===== src/rtl/conv_result_writer.sv =====
// Write-back DMA: buffers engine pixels in a small FIFO and streams them to RAM from a base address.
// Optional build macro CONV_RESULT_WRITER_RELU_EN rectifies negative pixels as they enter the FIFO.
`timescale 1ns/1ps
module conv_result_writer #(
    parameter int DATA_W     = 16,
    parameter int ADDR_W     = 16,
    parameter int FIFO_DEPTH = 4,
    parameter int MAX_SIZE   = 32
) (
    input  logic              clk,
    input  logic              rst,
    input  logic              start,
    input  logic [ADDR_W-1:0] base_address,
    input  logic [5:0]        out_size,
    input  logic [DATA_W-1:0] pixel_in,
    input  logic              pixel_valid,
    output logic              pixel_ready,
    output logic [ADDR_W-1:0] RAM_address,
    output logic [DATA_W-1:0] RAM_data,
    output logic              RAM_write,
    input  logic              RAM_busy,
    output logic              busy,
    output logic              done,
    output logic [1:0]        dbg_state
);
    localparam int PTR_W = $clog2(FIFO_DEPTH);
    localparam int CNT_W = PTR_W + 1;

    // Handshake: a pixel transfers on a rising edge where pixel_valid & pixel_ready;
    // pixel_ready is decoded from registered state only and never looks at pixel_valid.
    typedef enum logic [1:0] {S_IDLE, S_RUN, S_DRAIN, S_DONE} state_t;
    state_t state, state_nxt;

    logic [ADDR_W-1:0] base_q;
    logic [10:0]       total_q, accepted_q, written_q, issued_q;
    logic [5:0]        size_clamped;
    logic [DATA_W-1:0] fifo_mem [FIFO_DEPTH];
    logic [PTR_W-1:0]  rd_ptr, wr_ptr;
    logic [CNT_W-1:0]  fifo_count;
    logic              fifo_full, fifo_empty, push, pop, out_fire;
    logic [DATA_W-1:0] pixel_entry;

    assign size_clamped = (out_size > 6'(MAX_SIZE)) ? 6'(MAX_SIZE) : out_size;
    assign fifo_full    = (fifo_count == CNT_W'(FIFO_DEPTH));
    assign fifo_empty   = (fifo_count == '0);
    assign pixel_ready  = (state == S_RUN) && !fifo_full && (accepted_q < total_q);
    assign push         = pixel_valid && pixel_ready;
    assign out_fire     = RAM_write && !RAM_busy;
    // Output register refills from the FIFO head whenever it is empty or its write completes.
    assign pop          = !fifo_empty && (!RAM_write || out_fire);
    assign busy         = (state == S_RUN) || (state == S_DRAIN);
    assign done         = (state == S_DONE);
    assign dbg_state    = state;

`ifdef CONV_RESULT_WRITER_RELU_EN
    assign pixel_entry = pixel_in[DATA_W-1] ? '0 : pixel_in;
`else
    assign pixel_entry = pixel_in;
`endif

    always_ff @(posedge clk) begin
        if (push) fifo_mem[wr_ptr] <= pixel_entry;
    end

    always_ff @(posedge clk) begin
        if (rst) begin
            state       <= S_IDLE;
            base_q      <= '0;
            total_q     <= '0;
            accepted_q  <= '0;
            written_q   <= '0;
            issued_q    <= '0;
            rd_ptr      <= '0;
            wr_ptr      <= '0;
            fifo_count  <= '0;
            RAM_write   <= 1'b0;
            RAM_address <= '0;
            RAM_data    <= '0;
        end else begin
            state <= state_nxt;
            if (push) begin
                wr_ptr     <= wr_ptr + PTR_W'(1);
                accepted_q <= accepted_q + 11'd1;
            end
            case ({push, pop})
                2'b10:   fifo_count <= fifo_count + CNT_W'(1);
                2'b01:   fifo_count <= fifo_count - CNT_W'(1);
                default: fifo_count <= fifo_count;
            endcase
            if (pop) begin
                rd_ptr      <= rd_ptr + PTR_W'(1);
                RAM_write   <= 1'b1;
                RAM_data    <= fifo_mem[rd_ptr];
                RAM_address <= base_q + ADDR_W'(issued_q);
                issued_q    <= issued_q + 11'd1;
            end else if (out_fire) begin
                RAM_write <= 1'b0;
            end
            if (out_fire) written_q <= written_q + 11'd1;
            if (state == S_IDLE && start) begin
                base_q     <= base_address;
                total_q    <= 11'(size_clamped) * 11'(size_clamped);
                accepted_q <= '0;
                written_q  <= '0;
                issued_q   <= '0;
            end
        end
    end

    always_comb begin
        state_nxt = state;
        case (state)
            S_IDLE:  if (start) state_nxt = (size_clamped == '0) ? S_DONE : S_RUN;
            S_RUN:   if (accepted_q == total_q) state_nxt = S_DRAIN;
            // Leave as soon as the final write completes so done follows it directly.
            S_DRAIN: if ((written_q == total_q) ||
                         (out_fire && (written_q + 11'd1 == total_q))) state_nxt = S_DONE;
            S_DONE:  state_nxt = S_IDLE;
            default: state_nxt = S_IDLE;
        endcase
    end
endmodule


===== config.mk =====
export PLATFORM = sky130hd
export DESIGN_NAME = conv_result_writer
export DESIGN_NICKNAME = d
export VERILOG_FILES = /design/src/rtl/conv_result_writer.sv
export SDC_FILE = /design/constraint.sdc
export NUM_CORES = 1
export LEC_CHECK = 0
export BUFFER_PORTS_ARGS = -buffer_cell sky130_fd_sc_hd__buf_2
export CAP_MARGIN = 20
export CELL_PAD_IN_SITES_DETAIL_PLACEMENT = 1
export CELL_PAD_IN_SITES_GLOBAL_PLACEMENT = 1
export CORE_ASPECT_RATIO = 0.7
export CORE_MARGIN = 2
export CORE_UTILIZATION = 45
export CTS_CLUSTER_SIZE = 25
export DETAILED_ROUTE_END_ITERATION = 8
export PLACE_DENSITY = 0.88
export SYNTH_ARGS = -nofsm -noshare
export SYNTH_HDL_FRONTEND = slang
export SYNTH_SLANG_ARGS = --single-unit

===== constraint.sdc =====
create_clock -name clk -period 6.1 [get_ports clk]
set_input_delay 0.61 -clock clk [delete_from_list [all_inputs] [get_ports clk]]
set_output_delay 0.61 -clock clk [all_outputs]
set_load 0.01 [all_outputs]

==> results of run 1 <==
sequential cells by signal, indices dropped and copies added (netlist names):
register	cells
fifo_mem	64
accepted_q	11
wr_ptr	2
RAM_address	16
issued_q	11
total_q	10
RAM_data	16
dbg_state	2
written_q	11
rd_ptr	2
RAM_write	1
fifo_count	3
base_q	16
logic make-up (layout without fill, tap and decap cells):
| group | count (synthesis) | in the layout |
|---|---|---|
| adders and majority gates | 55 | 55 |
| buffers and inverters | 88 | 164 |
| AOI/OAI and AO/OA | 144 | 144 |
| xor gates and xnor gates | 58 | 58 |
| muxes | 21 | 21 |
| DFF | 165 | 165 |
| other | 2 | 6 |
| and+or+nand+nor | 275 | 275 |
final cells by class:
cell class                      instances  area (um2)
Inverter                               46       172.7
Timing Repair Buffer                   86       445.4
Clock inverter                         15       156.4
Clock buffer                           17       425.4
Sequential cell                       165        3944
Antenna cell                            1       2.502
Tap cell                              236       295.3
Multi-Input combinational cell        558        3899
Fill cell                            2021        8615
critical path, cell delays in order:
cell,delay [ns]
buf_2,0.15
nor2b_1,0.38
nand2_1,0.13
fa_1,0.50
fa_1,0.56
inv_1,0.06
fa_1,0.47
ha_1,0.35
a31o_2,0.27
a21oi_1,0.19
o21bai_1,0.12
a31oi_1,0.21
xnor2_1,0.11
a211oi_1,0.26
layer usage:
layer	wire [um]	up-vias	part of all wire	global-route usage
met1	9680	3084	0.45	0.2968
li1	-	2962	-	-
met3	924	30	0.043	0.04722
met5	0	-	0	0
met2	10640	119	0.49	0.3994
met4	369	0	0.017	0.07241
how the worst min path moves through the flow:
| stage | startpoint | to | slack (ns) | cells past startpoint |
|---|---|---|---|---|
| after floorplan | base_q[15]$_SDFFE_PP0P_ | base_q[15]$_SDFFE_PP0P_ | 0.44 | 2 |
| after global placement | RAM_address[9]$_SDFFE_PP0P_ | RAM_address[9]$_SDFFE_PP0P_ | 0.44 | 2 |
| after detailed placement | RAM_address[3]$_SDFFE_PP0P_ | RAM_address[3]$_SDFFE_PP0P_ | 0.44 | 2 |
| after CTS | pixel_in[0] | fifo_mem[0][0]$_DFFE_PP_ | 0.37 | 1 |
| after global routing | pixel_in[0] | fifo_mem[0][0]$_DFFE_PP_ | 0.38 | 1 |
| final | pixel_in[12] | fifo_mem[3][12]$_DFFE_PP_ | 0.38 | 1 |
cell usage after synthesis, types with 2 or more instances:
| cell | count | area (um2) |
|---|---|---|
| o21bai_1 | 2 | 15.01 |
| nand3_1 | 9 | 45.04 |
| o211ai_1 | 4 | 30.03 |
| a211oi_1 | 5 | 37.54 |
| buf_4 | 3 | 22.52 |
| mux4_2 | 16 | 360.4 |
| a21o_1 | 12 | 90.09 |
| buf_2 | 5 | 25.02 |
| fa_1 | 10 | 200.2 |
| a31oi_1 | 3 | 18.77 |
| a21oi_1 | 72 | 360.4 |
| a311oi_1 | 3 | 26.28 |
| conb_1 | 2 | 7.510 |
| nor2b_1 | 5 | 31.28 |
| or4_1 | 2 | 15.01 |
| and2_1 | 12 | 75.07 |
| ha_1 | 45 | 563.0 |
| nand4_1 | 18 | 112.6 |
| edfxtp_1 | 64 | 1922 |
| o21ai_0 | 15 | 75.07 |
| nand2_1 | 122 | 457.9 |
| a211o_1 | 3 | 26.28 |
| and3_1 | 8 | 50.05 |
| xnor2_1 | 27 | 236.5 |
| xor2_1 | 31 | 271.5 |
| nand3b_1 | 6 | 45.04 |
| nor4_1 | 4 | 25.02 |
| nor2_1 | 56 | 210.2 |
| buf_1 | 3 | 11.26 |
| or3_1 | 10 | 62.56 |
| nor3_1 | 8 | 40.04 |
| dfxtp_1 | 101 | 2022 |
| o21a_1 | 4 | 30.03 |
| and4_1 | 2 | 17.52 |
| mux2i_1 | 4 | 40.04 |
| buf_6 | 3 | 33.78 |
| a41oi_1 | 2 | 17.52 |
| inv_1 | 45 | 168.9 |
| nand2b_1 | 9 | 56.30 |
| clkbuf_1 | 27 | 101.4 |
| nor3b_1 | 2 | 15.01 |
report_power, final:
group | switching [mW] | total, mW | internal, mW
sequential | 0.144 | 1.45 | 1.31
combinational | 0.701 | 1.13 | 0.424
clock | 0.507 | 1.09 | 0.582
==> results by group, run 1 <==
Status
  – Status: completed

Setup path
  – End of the critical path: total_q[10]$_SDFFE_PP0P_
  – Crit start category: primary input
  – Setup CP Type: primary input to register
  – WP data arrival: 4.35 ns
  – Crit. End Element: register
  – R2r startpoint: total_q[5]$_SDFFE_PP0P_
  – R2R cell count: 13
  – Worst-path fanout max: 8
  – Worst Path Required: 6.44 ns
  – FF-to-FF End: fifo_count[2]$_SDFFE_PP0P_
  – Crit. Startpoint: out_size[5]
  – Flop-to-flop setup slack: around 2.8 ns

Timing
  – Worst Slack Setup Final: 2.086 ns
  – Final Cycle Share: 0.6580
  – Final hold viol count: 0
  – Setup TNS: 0 ns
  – Worst Skew: 0.01368 ns
  – Final min period: 4.014 ns
  – Fin Hold WS: roughly 0.38 ns
  – Relative slew slack: 0.2977
  – Max Clk Rate: approximately 250 MHz
  – Tightest Pin Transition: 1.053 ns
  – RSZ-0062 raised after global routing: false
  – Final Slew Violations: 0
  – Setup violators final: 0

Floorplanning
  – IO Count: about 80
  – Die area: 0.01936 mm2
  – Row count: 41
  – Die X: 165.5 um
  – Core area: 0.01795 mm2
  – Starting Density: 0.4574
  – Die height: 117.0 um

Cells and area
  – Final Cell Area: 0.009340 mm2
  – Layout Nets: 972
  – Share of cells above drive strength 1: 0.1623
  – Final core occ: 0.5202
  – Most frequent cells in the layout: nand2_1, dfxtp_1, buf_2
  – Fin cells: 1124
  – Area grow syn2layout: 13.74%
  – Most common cell after layout, fill and taps aside: nand2_1

Routing
  – Routed Antenna Nets: 0
  – Detailed-route via count: just over 6000
  – Vias/cell: 5.512
  – DR iter-0 viols: 410
  – Wire per inst: between 15 and 20 um
  – DRC violations left: 0
  – First-pass iteration count of the detailed router: 4
  – Total Routed Length: approximately 22000 um

Run
  – Max-cap viol count: 0

CTS
  – Root buffer cell: clkbuf_16
  – Hold Buf Count CTS: 0
  – Clock Latency Late Sink: about 0.44 ns
  – Post-CTS Setup Bufs: 0
  – CTS tree: yes
  – Clk sink count: 165
  – H-tree depth: 4
  – TritonCTS buffer count: 17
  – Post-CTS Resized: 0
  – Worst-path clk slew: 0.07 ns
  – Max Buffers Root-to-Sink: 2

Placed design
  – Port bufs: 80
  – Pre-CTS WS: around 1.6 ns
  – Cells after DPL: approximately 1100
  – HPWL Detailed: about 15000 um
  – Placed cell areas: 0.008756 mm2
  – Routability cong.: 0.8606

Synthesis
  – Synth Instances: 808
  – Post-Synth Simple-Gate Area: 0.1556
  – Netlist cell types: 65
  – Syn_area_per_cell: 10.16 um2
  – Fraction of registers with async set/reset: 0
  – Area share of fa/ha/maj cells after synthesis: 0.09295
  – YS warnings: 0
  – Post-synthesis register bit count: 165
  – Area of the mapped netlist: 0.008212 mm2
  – Mux contribution to synthesized area: 0.05013
  – Post-synth EDFFs: 64
  – Register area share after synthesis: 0.4803
  – Synth Flop Type: dfxtp_1
  – Largest family of logic cells by synthesized area: simple AND/OR/NAND/NOR gates
  – Compound-Gate Fraction of Synth Area: 0.1120
  – Xor/xnor share of the synthesized area: 0.06186

Global routing
  – Total gr overflow: 0
  – First-pass GRT wire length: 34140 um
  – Initial antenna violation count: 1
  – GRT Overall Usage: 0.2319
  – Number of global-route vias before repair: ~6400
  – Largest net degree at the start of global routing: 46

Worst hold path
  – Hold crit path type: primary input to register

Pwr
  – Peak VDD IR: 307.3 uV
  – Pwr Total: approximately 3.7 mW
  – Power Dens Cells: 392.2 mW/mm2
  – Static Leak: 3.690 nW
No activity file was read; power rests on OpenSTA's default activity.
==> run 2, diff against run 1 <==
--- a/config.mk
+++ b/config.mk
@@ -11,10 +11,10 @@
 export CELL_PAD_IN_SITES_GLOBAL_PLACEMENT = 1
 export CORE_ASPECT_RATIO = 0.7
 export CORE_MARGIN = 2
-export CORE_UTILIZATION = 45
+export CORE_UTILIZATION = 42
 export CTS_CLUSTER_SIZE = 25
 export DETAILED_ROUTE_END_ITERATION = 8
-export PLACE_DENSITY = 0.88
+export PLACE_DENSITY = 0.86
 export SYNTH_ARGS = -nofsm -noshare
 export SYNTH_HDL_FRONTEND = slang
 export SYNTH_SLANG_ARGS = --single-unit
==> constraint.sdc (replaced) <==
create_clock -name clk -period 3.62 [get_ports clk]
set_input_delay 0.362 -clock clk [delete_from_list [all_inputs] [get_ports clk]]
set_output_delay 0.362 -clock clk [all_outputs]
set_load 0.01 [all_outputs]
==> run 2 against run 1 <==
- clock skew down 0.0013 ns
- worst hold slack worse by 0.24 ns
- design area up 1.6%
- global-route usage down 2.4 points
- first-iteration DRC count down 23%
- total power up 65%
- via count down 0.81%
- sequential power up 66%
- clock-buffer cell count up 4
==> results by group, run 2 (synthesized netlist as in run 1, its figures left out) <==
CTS
  – CTS tree: yes
  – Post-CTS Setup Bufs: 0
  – Root buffer cell: clkbuf_16
  – Post-CTS Resized: 0
  – Clock Latency Late Sink: 0.44 ns
  – TritonCTS buffer count: 17
  – H-tree depth: 4
  – Clk sink count: 165
  – Hold Buf Count CTS: 0
  – Worst-path clk slew: 0.07 ns
  – Max Buffers Root-to-Sink: 2

Timing
  – Final Slew Violations: 0
  – Worst Skew: about 0.012 ns
  – Worst Slack Setup Final: 0.1514 ns
  – Tightest Pin Transition: 0.9211 ns
  – Final Cycle Share: 0.9582
  – Final min period: 3.469 ns
  – RSZ-0062 raised after global routing: false
  – Relative slew slack: 0.3851
  – Setup violators final: 0
  – Max Clk Rate: 288.3 MHz
  – Final hold viol count: 0

Routing
  – DRC violations left: 0
  – Wire per inst: between 15 and 20 um
  – Vias/cell: 5.270
  – Total Routed Length: 20680 um
  – Detailed-route via count: 6145
  – Routed Antenna Nets: 0
  – DR iter-0 viols: around 310
  – First-pass iteration count of the detailed router: 5

Global routing
  – First-pass GRT wire length: 33490 um
  – Total gr overflow: 0
  – GRT Overall Usage: 0.2083
  – Initial antenna violation count: 0
  – Number of global-route vias before repair: between 6000 and 7000
  – Largest net degree at the start of global routing: 41

Setup path
  – Setup CP Type: primary input to register
  – Crit. End Element: register
  – Crit start category: primary input
  – WP data arrival: 3.81 ns
  – Worst-path fanout max: 3
  – Worst Path Required: 3.96 ns

Floorplanning
  – Die height: approximately 120 um
  – Die X: 171.1 um
  – Core area: 0.01902 mm2
  – Die area: 0.02070 mm2
  – Row count: 42
  – Starting Density: 0.4317
  – IO Count: 81

Cells and area
  – Max reg flops: 64
  – Share of cells above drive strength 1: 0.1796
  – Most frequent cells in the layout: nand2_1, dfxtp_1, buf_2
  – Final core occ: 0.4989
  – FILL cells: 2163
  – Antenna diode count: 0
  – Layout Nets: just under 1000
  – Final Cell Area: 0.009492 mm2
  – Biggest register: fifo_mem
  – Fin cells: about 1200
  – Most common cell after layout, fill and taps aside: nand2_1
  – Area grow syn2layout: 15.59%

Status
  – Status: completed

Pwr
  – Peak VDD IR: roughly 270 uV
  – Power Dens Cells: 638.6 mW/mm2
  – Pwr Total: 6.061 mW
  – Static Leak: 3.758 nW

Worst hold path
  – Hold crit path type: primary input to register

Placed design
  – Routability cong.: about 0.85
  – Port bufs: 80
  – Placed cell areas: 0.008926 mm2
  – HPWL Detailed: 14760 um
  – Pre-CTS WS: -0.2375 ns
  – Cells after DPL: 1134

Run
  – Max-cap viol count: 0
## run 2: worst paths after layout
path	from	end	slack (ns)	depth (start not counted)
worst max-delay path	out_size[5]	total_q[10]$_SDFFE_PP0P_	0.15	14
worst min-delay path	pixel_in[14]	fifo_mem[0][14]$_DFFE_PP_	0.15	1
worst max register to register	total_q[5]$_SDFFE_PP0P_	fifo_count[2]$_SDFFE_PP0P_	0.48	12
worst min register to register	RAM_address[9]$_SDFFE_PP0P_	RAM_address[9]$_SDFFE_PP0P_	0.45	2
## run 2: area by class of cell
class	instances	area, um2	share of cell area
clock buffer	21	476.7	0.05022
clock inverter	11	88.84	0.009359
inverter	46	172.7	0.01819
multi-input combinational	558	3921	0.4131
sequential	165	3944	0.4155
tap	264	330.3	0.03480
timing repair buffer	101	558.0	0.05879
## run 2: report_power, final
group | internal, mW | switching [mW] | total, mW
clock | 0.959 | 0.779 | 1.74
combinational | 0.745 | 1.17 | 1.91
sequential | 2.20 | 0.213 | 2.41
## run 2: worst max-delay path: stages
cell and delay (ns):
buf_2 0.13, nor2b_2 0.13, nand2_1 0.09, fa_1 0.54
fa_1 0.56, inv_1 0.07, fa_1 0.58, ha_4 0.22
a31o_2 0.26, a21oi_1 0.18, o21bai_1 0.13, a31oi_1 0.20
xnor2_1 0.11, a211oi_1 0.24
## run 2: through the flow
stage | TNS [ns] | hold WS (ns)
after global placement | -0.1690 | 0.4391
after CTS | 0 | 0.1363
after global routing | 0 | 0.1420
final | 0 | 0.1470
after detailed placement | -0.6009 | 0.4460
after floorplan | 0 | 0.4363
## run 2: per-layer routing
layer | share of wire | GRT usage | up-vias
li1 | - | - | 2982
met2 | 0.47 | 0.3387 | 104
met3 | 0.049 | 0.04305 | 21
met1 | 0.47 | 0.2816 | 3038
met4 | 0.011 | 0.06144 | 0
met5 | 0 | 0 | -
